[config.mk]
export PLATFORM = sky130hd
export DESIGN_NAME = vga_fb_scanout
export DESIGN_NICKNAME = d
export VERILOG_FILES = /design/src/rtl/vga_fb_scanout.sv
export SDC_FILE = /design/constraint.sdc
export NUM_CORES = 1
export LEC_CHECK = 0
export ABC_CLOCK_PERIOD_IN_PS = 7300
export CELL_PAD_IN_SITES_DETAIL_PLACEMENT = 0
export CELL_PAD_IN_SITES_GLOBAL_PLACEMENT = 2
export CORE_ASPECT_RATIO = 0.6
export CORE_UTILIZATION = 36
export DETAILED_ROUTE_END_ITERATION = 8
export PLACE_DENSITY_LB_ADDON = 0.1
export SYNTH_ARGS = -nofsm -noshare
export SYNTH_HDL_FRONTEND = slang
export SYNTH_SLANG_ARGS = --single-unit
[constraint.sdc]
create_clock -name clock -period 7.3 [get_ports clock]
set_input_delay 1.46 -clock clock [delete_from_list [all_inputs] [get_ports clock]]
set_output_delay 1.46 -clock clock [all_outputs]
set_load 0.1 [all_outputs]
[src/rtl/vga_fb_scanout.sv]
// vga_fb_scanout: read side of a 2bpp 320x240 framebuffer, pixel-doubled onto 640x480@60 VGA.
// Latency: one pixel tick (CLK_DIV clocks) from counter position to the pins.
// No backpressure: this block owns the RAM read port, which must answer within CLK_DIV clocks.
module vga_fb_scanout #(
  parameter int          CLK_DIV      = 2,
  parameter logic [11:0] COLOR_P1     = 12'hF80,
  parameter logic [11:0] COLOR_P2     = 12'h08F,
  parameter logic [11:0] COLOR_BORDER = 12'hFFF,
  // Raster geometry; defaults are standard 640x480@60 timing.
  parameter int          H_VISIBLE    = 640,
  parameter int          H_FRONT      = 16,
  parameter int          H_SYNC       = 96,
  parameter int          H_BACK       = 48,
  parameter int          V_VISIBLE    = 480,
  parameter int          V_FRONT      = 10,
  parameter int          V_SYNC       = 2,
  parameter int          V_BACK       = 33
) (
  input  logic        clock,
  input  logic        reset,
  output logic [18:0] ram_address,
  input  logic [1:0]  ram_read_data,
  output logic [3:0]  vga_r,
  output logic [3:0]  vga_g,
  output logic [3:0]  vga_b,
  output logic        vga_hsync,
  output logic        vga_vsync,
  output logic        frame_start
);

  localparam int               DIV_W      = (CLK_DIV > 1) ? $clog2(CLK_DIV) : 1;
  localparam logic [DIV_W-1:0] DIV_LAST   = DIV_W'(CLK_DIV - 1);

  localparam logic [9:0] H_LAST     = 10'(H_VISIBLE + H_FRONT + H_SYNC + H_BACK - 1);
  localparam logic [9:0] H_VIS      = 10'(H_VISIBLE);
  localparam logic [9:0] H_SYNC_LO  = 10'(H_VISIBLE + H_FRONT);
  localparam logic [9:0] H_SYNC_END = 10'(H_VISIBLE + H_FRONT + H_SYNC);
  localparam logic [9:0] V_LAST     = 10'(V_VISIBLE + V_FRONT + V_SYNC + V_BACK - 1);
  localparam logic [9:0] V_VIS      = 10'(V_VISIBLE);
  localparam logic [9:0] V_SYNC_LO  = 10'(V_VISIBLE + V_FRONT);
  localparam logic [9:0] V_SYNC_END = 10'(V_VISIBLE + V_FRONT + V_SYNC);

  // One framebuffer row holds half as many cells as there are visible pixels.
  localparam logic [18:0] ROW_CELLS = 19'(H_VISIBLE / 2);

  logic [DIV_W-1:0] divider;
  logic             tick;
  logic [9:0]       hcount;
  logic [9:0]       vcount;
  logic [9:0]       hcount_next;
  logic [9:0]       vcount_next;
  logic             h_wrap;
  logic             frame_wrap;
  logic             next_visible;
  logic             next_in_hsync;
  logic             next_in_vsync;
  logic [18:0]      next_address;

  // Stage-0 flags describe the position the counters currently hold.
  logic             s0_visible;
  logic             s0_in_hsync;
  logic             s0_in_vsync;

  function automatic logic [11:0] palette(input logic [1:0] code);
    case (code)
      2'b01:   return COLOR_P1;
      2'b10:   return COLOR_P2;
      2'b11:   return COLOR_BORDER;
      default: return 12'h000;
    endcase
  endfunction

  // Pixel tick, and the position the counters will enter on that tick.
  always_comb begin
    tick          = (divider == DIV_LAST);
    h_wrap        = (hcount == H_LAST);
    frame_wrap    = h_wrap && (vcount == V_LAST);
    hcount_next   = h_wrap ? 10'd0 : hcount + 10'd1;
    vcount_next   = vcount;
    if (h_wrap) begin
      vcount_next = (vcount == V_LAST) ? 10'd0 : vcount + 10'd1;
    end
    next_visible  = (hcount_next < H_VIS) && (vcount_next < V_VIS);
    next_in_hsync = (hcount_next >= H_SYNC_LO) && (hcount_next < H_SYNC_END);
    next_in_vsync = (vcount_next >= V_SYNC_LO) && (vcount_next < V_SYNC_END);
    next_address  = 19'(vcount_next[9:1]) * ROW_CELLS + 19'(hcount_next[9:1]);
  end

  // Clock divider producing one tick every CLK_DIV clocks.
  always_ff @(posedge clock) begin
    if (reset || tick) begin
      divider <= '0;
    end else begin
      divider <= divider + 1'b1;
    end
  end

  // Raster position counters, advanced once per tick.
  always_ff @(posedge clock) begin
    if (reset) begin
      hcount <= '0;
      vcount <= '0;
    end else if (tick) begin
      hcount <= hcount_next;
      vcount <= vcount_next;
    end
  end

  // Stage 0: issue the read address and capture blanking/sync flags for the entered position.
  // Reset leaves stage 0 describing pixel (0,0), so the first tick after reset shows it.
  always_ff @(posedge clock) begin
    if (reset) begin
      ram_address <= '0;
      s0_visible  <= 1'b1;
      s0_in_hsync <= 1'b0;
      s0_in_vsync <= 1'b0;
    end else if (tick) begin
      s0_visible  <= next_visible;
      s0_in_hsync <= next_in_hsync;
      s0_in_vsync <= next_in_vsync;
      if (next_visible) begin
        ram_address <= next_address;
      end
    end
  end

  // Stage 1: colour lookup plus syncs, all delayed by the same tick so they stay aligned.
  always_ff @(posedge clock) begin
    if (reset) begin
      {vga_r, vga_g, vga_b} <= 12'h000;
      vga_hsync             <= 1'b1;
      vga_vsync             <= 1'b1;
    end else if (tick) begin
      {vga_r, vga_g, vga_b} <= s0_visible ? palette(ram_read_data) : 12'h000;
      vga_hsync             <= ~s0_in_hsync;
      vga_vsync             <= ~s0_in_vsync;
    end
  end

  // Frame tick: one clock, coincident with the address of pixel (0,0) being issued.
  always_ff @(posedge clock) begin
    if (reset) begin
      frame_start <= 1'b0;
    end else begin
      frame_start <= tick && frame_wrap;
    end
  end

endmodule

; ---- Yosys cells after proc, flatten, opt, wreduce, memory -nomap -nowiden
; Cells that the tools add are included.
[word_totals]
regBits = 58
input_bits = 4
[classes]
add_sub_neg = 4
n_mul = 1
order_cmp = 6
n_eq_ne = 5
muxes = 5
bitwise_logic = 2
n_reduce_logical = 7
[ops]
columns = cell, n
row1 = one-hot mux 12 bit (3 select lines), 1
row2 = 2-to-1 mux 10 bit, 3
row3 = "adder 10 x 1 -> 10 bit, second input constant", 2
row4 = "== test 10 bit, second input constant", 2
row5 = "< comparator 10 bit, second input constant", 2
row6 = "< comparator 10 x 9 -> 1 bit, second input constant", 2
row7 = adder 18 x 9 -> 19 bit, 1
row8 = "multiplier 9 x 3 -> 12 bit, second input constant", 1
row9 = 2-to-1 mux 12 bit, 1
row10 = "greater-or-equal comparator 10 bit, second input constant", 1
row11 = "greater-or-equal comparator 10 x 9 -> 1 bit, second input constant", 1
row12 = logical AND 1 bit, 5
row13 = "== test 2 bit, second input constant", 2
row14 = "== test 2 x 1 -> 1 bit, second input constant", 1
row15 = inverter 1 bit, 2
row16 = AND reduction 2 bit, 1
row17 = "adder 1 bit, second input constant", 1
row18 = logical OR 1 bit, 1

; ---- Logic depth before layout (Yosys ltp)
[depth]
depth_word = 6
ltp_mapped = 18

; ---- Least setup slack after synthesis
; OpenSTA, ideal clock, no wires.
[synth_timing]
path_type = reg2reg
startpoint = reg hcount[0]
endpoint = reg ram_address[17]
setup_time_ps = 70
arrival_ps = 3868
slack_ps = 3362
path_stages_with_launch = 16
path_buffers = 1
period_less_slack_ps = 3938
cell_sequence = dfxtp_1 ha_1 and4_1 buf_4 nand3_1 nor3_1 a21oi_1 o21ai_0 ha_1 ha_1 a211oi_1 nor2_1 o311ai_0 nand2b_1 or4_1 a21oi_1
[synth_via]
elab_chain_cells = 5
[synth_rtl]
columns = element, line
row1 = "start, declared", 48  ; logic [9:0] hcount;
row2 = "start signal, assigned", 104  ; hcount <= hcount_next;
row3 = == test 10 bit (*), 76  ; h_wrap = (hcount == H_LAST);
row4 = 2-to-1 mux 10 bit (*), 80  ; if (h_wrap) begin
row5 = named net vcount_next[3], 51  ; logic [9:0] vcount_next;
row6 = branches (longest 3 deep; another with adder 18 x 9 -> 19 bit), n/a
row7 = "end signal, assigned", 122  ; ram_address <= next_address;
row8 = "end, declared", 21  ; output logic [18:0] ram_address,
; Mark *: on every way through the listed nets, which the timed path passes.
; A chain may end at the register's enable or synchronous reset.

; ---- Worst setup path in the final report
; Same ends and word-level chain as after synthesis.

==> flow_summary_export.csv <==
group,metric,value,unit
run_status,status,"finished, final reports clean",
sta,rsz0062_at_grt,"no",
critical_path,cp_common_cell,"ha_1",
clocking,holdBufCountCts,0,
finish,area_growth,15.3,%
power,switching_share,32.0,%
yosys,ys_types,55,
yosys,syn_inst,390,
placed_design,io_buffers,37,
yosys,ys_seq_elements,50,
floorplanning,die_y,74.7,µm
routing,dr.max_layer_used,"met4",
sta,clock-skew-final,0.00375,ns
grt,grt_first_pass_wirelength,13100,µm
clocking,clk_pin_slew,0.07,ns
yosys,synthArstFlopShare,0,%
run,drv_cap,0,
routing,drt_first_pass_iters,4,
placed_design,dp_hpwl,5840,µm
sta,min_period,4.78,ns
critical_path,critPathLaunchType,"register",
finish,diodes,0,
clocking,cts_tree,"yes",
sta,fmax,209,MHz
finish,nFillCells,880,
yosys,syn_area_per_cell,8.12,µm²
yosys,yosysTopAreaCell,"dfxtp_1",
clocking,cts_buffer_depth,2,
critical_path,arrival,4.99,ns
grt,antenna_found_initial,0,
finish,fin_area,3650,µm²
critical_path,crit_required,7.51,ns
grt,grt_max_degree,51,
clocking,clk_latency,0.29,ns
yosys,synth_area_leaders,"dfxtp_1, ha_1, nor2_1",
power,p_leak,1.35,nW
power,p_int,0.000454,W
yosys,ys_warn_count,0,
finish,final_common_cell,"nor2_1",
critical_path,r2r_slack,2.52,ns
finish,num-nets-final,429,
sta,timing.hold.ws,0.454,ns
finish,final_cell_mix,"nor2_1, dfxtp_1, clkdlybuf4s50_1",
sta,max_slew_margin,26.8,%
critical_path,critPathSlowestCell,"o311ai_0",
critical_path,crit_chain,"ha_1 -> and4_1 -> nand3_1 -> nor3_1 -> a21oi_1 -> o21ai_0 -> ha_1 -> ha_1 -> a211oi_1 -> nor2_1 -> o311ai_0 -> nand2b_1 -> or4_1 -> a21oi_1",
placed_design,place_ws,2.57,ns
clocking,cts_resized,0,
sta,setup-violations-final,0,
clocking,numCtsBuffers,5,
yosys,netlist_area,3170,µm²
floorplanning,core,8520,µm²
power,power_frac_seq,43.7,%
routing,wl_met3,483,µm
yosys,syn_nets,416,
routing,wire_per_inst,15.5,µm
floorplanning,row_count,26,
sta,finalSetupTns,0,ns
sta,tightestPinTransition,1.10,ns
grt,grtUsageTotal,19.0,%
grt,grt_pass1_vias,2421,
critical_path,critPathMaxFanout,8,
sta,period_share,65.5,%
sta,setup_slack,2.52,ns
critical_path,slowest_delay,0.70,ns
yosys,synth_ff_type,"dfxtp_1",
sta,drv_slew,0,
routing,first_iter_violations,147,
routing,ant_nets,0,
floorplanning,io_pins,38,
sta,hold_viol,0,
power,powerDensity,183,nW/µm²
routing,via_per_inst,5.22,
power,combPwrFrac,20.8,%
routing,dr_wl_met2,2820,µm
placed_design,gp_congestion,0.795,
yosys,synth_edf_count,0,
critical_path,end_kind,"register",
power,irDropWorstVdd,0.106,mV
power,pwr-share-clk,35.5,%
clocking,cts.sink_count,50,
placed_design,place_area,3500,µm²
clocking,post_cts_buffers,0,
routing,num_vias,2691,
power,switchingPower,0.000214,W
clocking,cts_htree_levels,2,
hold_path,hold_path_class,"register to register",
floorplanning,dieArea,9190,µm²
clocking,clockRootBuffer,"clkbuf_16",
yosys,yosysSeqAreaShare,31.6,%
yosys,synth_top_area_share,31.6,%
finish,drive_gt1_share,4.46,%
routing,drt-met1-wl,4640,µm
floorplanning,die-width,123,µm
routing,drc,0,
floorplanning,start_util,37.2,%
critical_path,crit_type,"register to register",
routing,routed_wl,7980,µm
grt,grt_overflow,0,
[layer usage]
layer | global-route usage [%] | vias up
li1 | - | 1389
met1 | 30.8 | 1234
met2 | 24.7 | 63
met3 | 4.17 | 5
met4 | 3.21 | 0
met5 | 0 | -
[final cells by class]
class	count	area, µm²	area share [%]
Clock buffer	7	143	3.91
Clock inverter	1	5.00	0.137
Inverter	11	41.3	1.13
Multi-Input combinational cell	297	1950	53.4
Sequential cell	50	1000	27.4
Tap cell	112	140	3.84
Timing Repair Buffer	38	373	10.2
[sequential cells by signal, indices dropped and copies added (netlist names)]
register / flops
vga_b: 1
hcount: 10
divider: 1
s0_visible: 1
s0_in_hsync: 1
vga_hsync: 1
s0_in_vsync: 1
frame_start: 1
ram_address: 19
vga_r: 1
vcount: 10
vga_vsync: 1
vga_g: 2
[worst paths after layout]
check	from	endpoint	depth (start not counted)
setup / recovery	hcount[0]	ram_address[17]	14
hold reg to reg	s0_in_hsync	s0_in_hsync	2
hold / removal	s0_in_hsync	s0_in_hsync	2
setup reg to reg	hcount[0]	ram_address[17]	14
[synthesized netlist by cell type (5+ instances only)]
cell,n
dfxtp_1,50
nor2_1,55
xor2_1,15
xnor2_1,16
nor3b_1,6
mux2i_1,9
buf_2,7
nand4_1,5
inv_1,11
ha_1,20
nand3_1,13
nor3_1,13
nand2_1,35
buf_4,12
o21ai_0,13
clkbuf_1,9
a21oi_1,20
a211oi_1,16
nand2b_1,6
[critical path: cells and delay by family, from the launching register on]
family | cells | cell delay [ns]
and+or+nand+nor | 6 | 1.72
AOI/OAI and AO/OA | 5 | 1.70
adders and majority gates | 3 | 0.89
DFF | 1 | 0.38
[through the flow]
step	instances	total power (W)	util, %
final	516	0.000668	42.9
after CTS	516	0.000679	42.9
after detailed placement	508	0.000437	41.1
after global placement	508	0.000437	41.1
after global routing	516	0.000700	42.9
after floorplan	390	0.000409	-
[power groups by stage]
stage / clock [W] / combinational, W / sequential (W)
2_1_floorplan: 0 / 0.0000640 / 0.000345
3_3_place_gp: 0 / 0.000139 / 0.000298
3_5_place_dp: 0 / 0.000139 / 0.000298
4_1_cts: 0.000247 / 0.000140 / 0.000292
5_1_grt: 0.000259 / 0.000148 / 0.000294
6_report: 0.000237 / 0.000139 / 0.000292
[cell families after synthesis]
kind of cell,after synthesis,synth area share (%)
AO/OA/AOI/OAI,75,16.0
XOR/XNOR,31,8.57
adder cells (fa/ha/maj),22,9.17
buffers and inverters,43,6.84
flip-flops,50,31.6
multiplexers,9,2.84
AND/OR/NAND/NOR,160,25.0
Power figures use the tool's default switching activity.
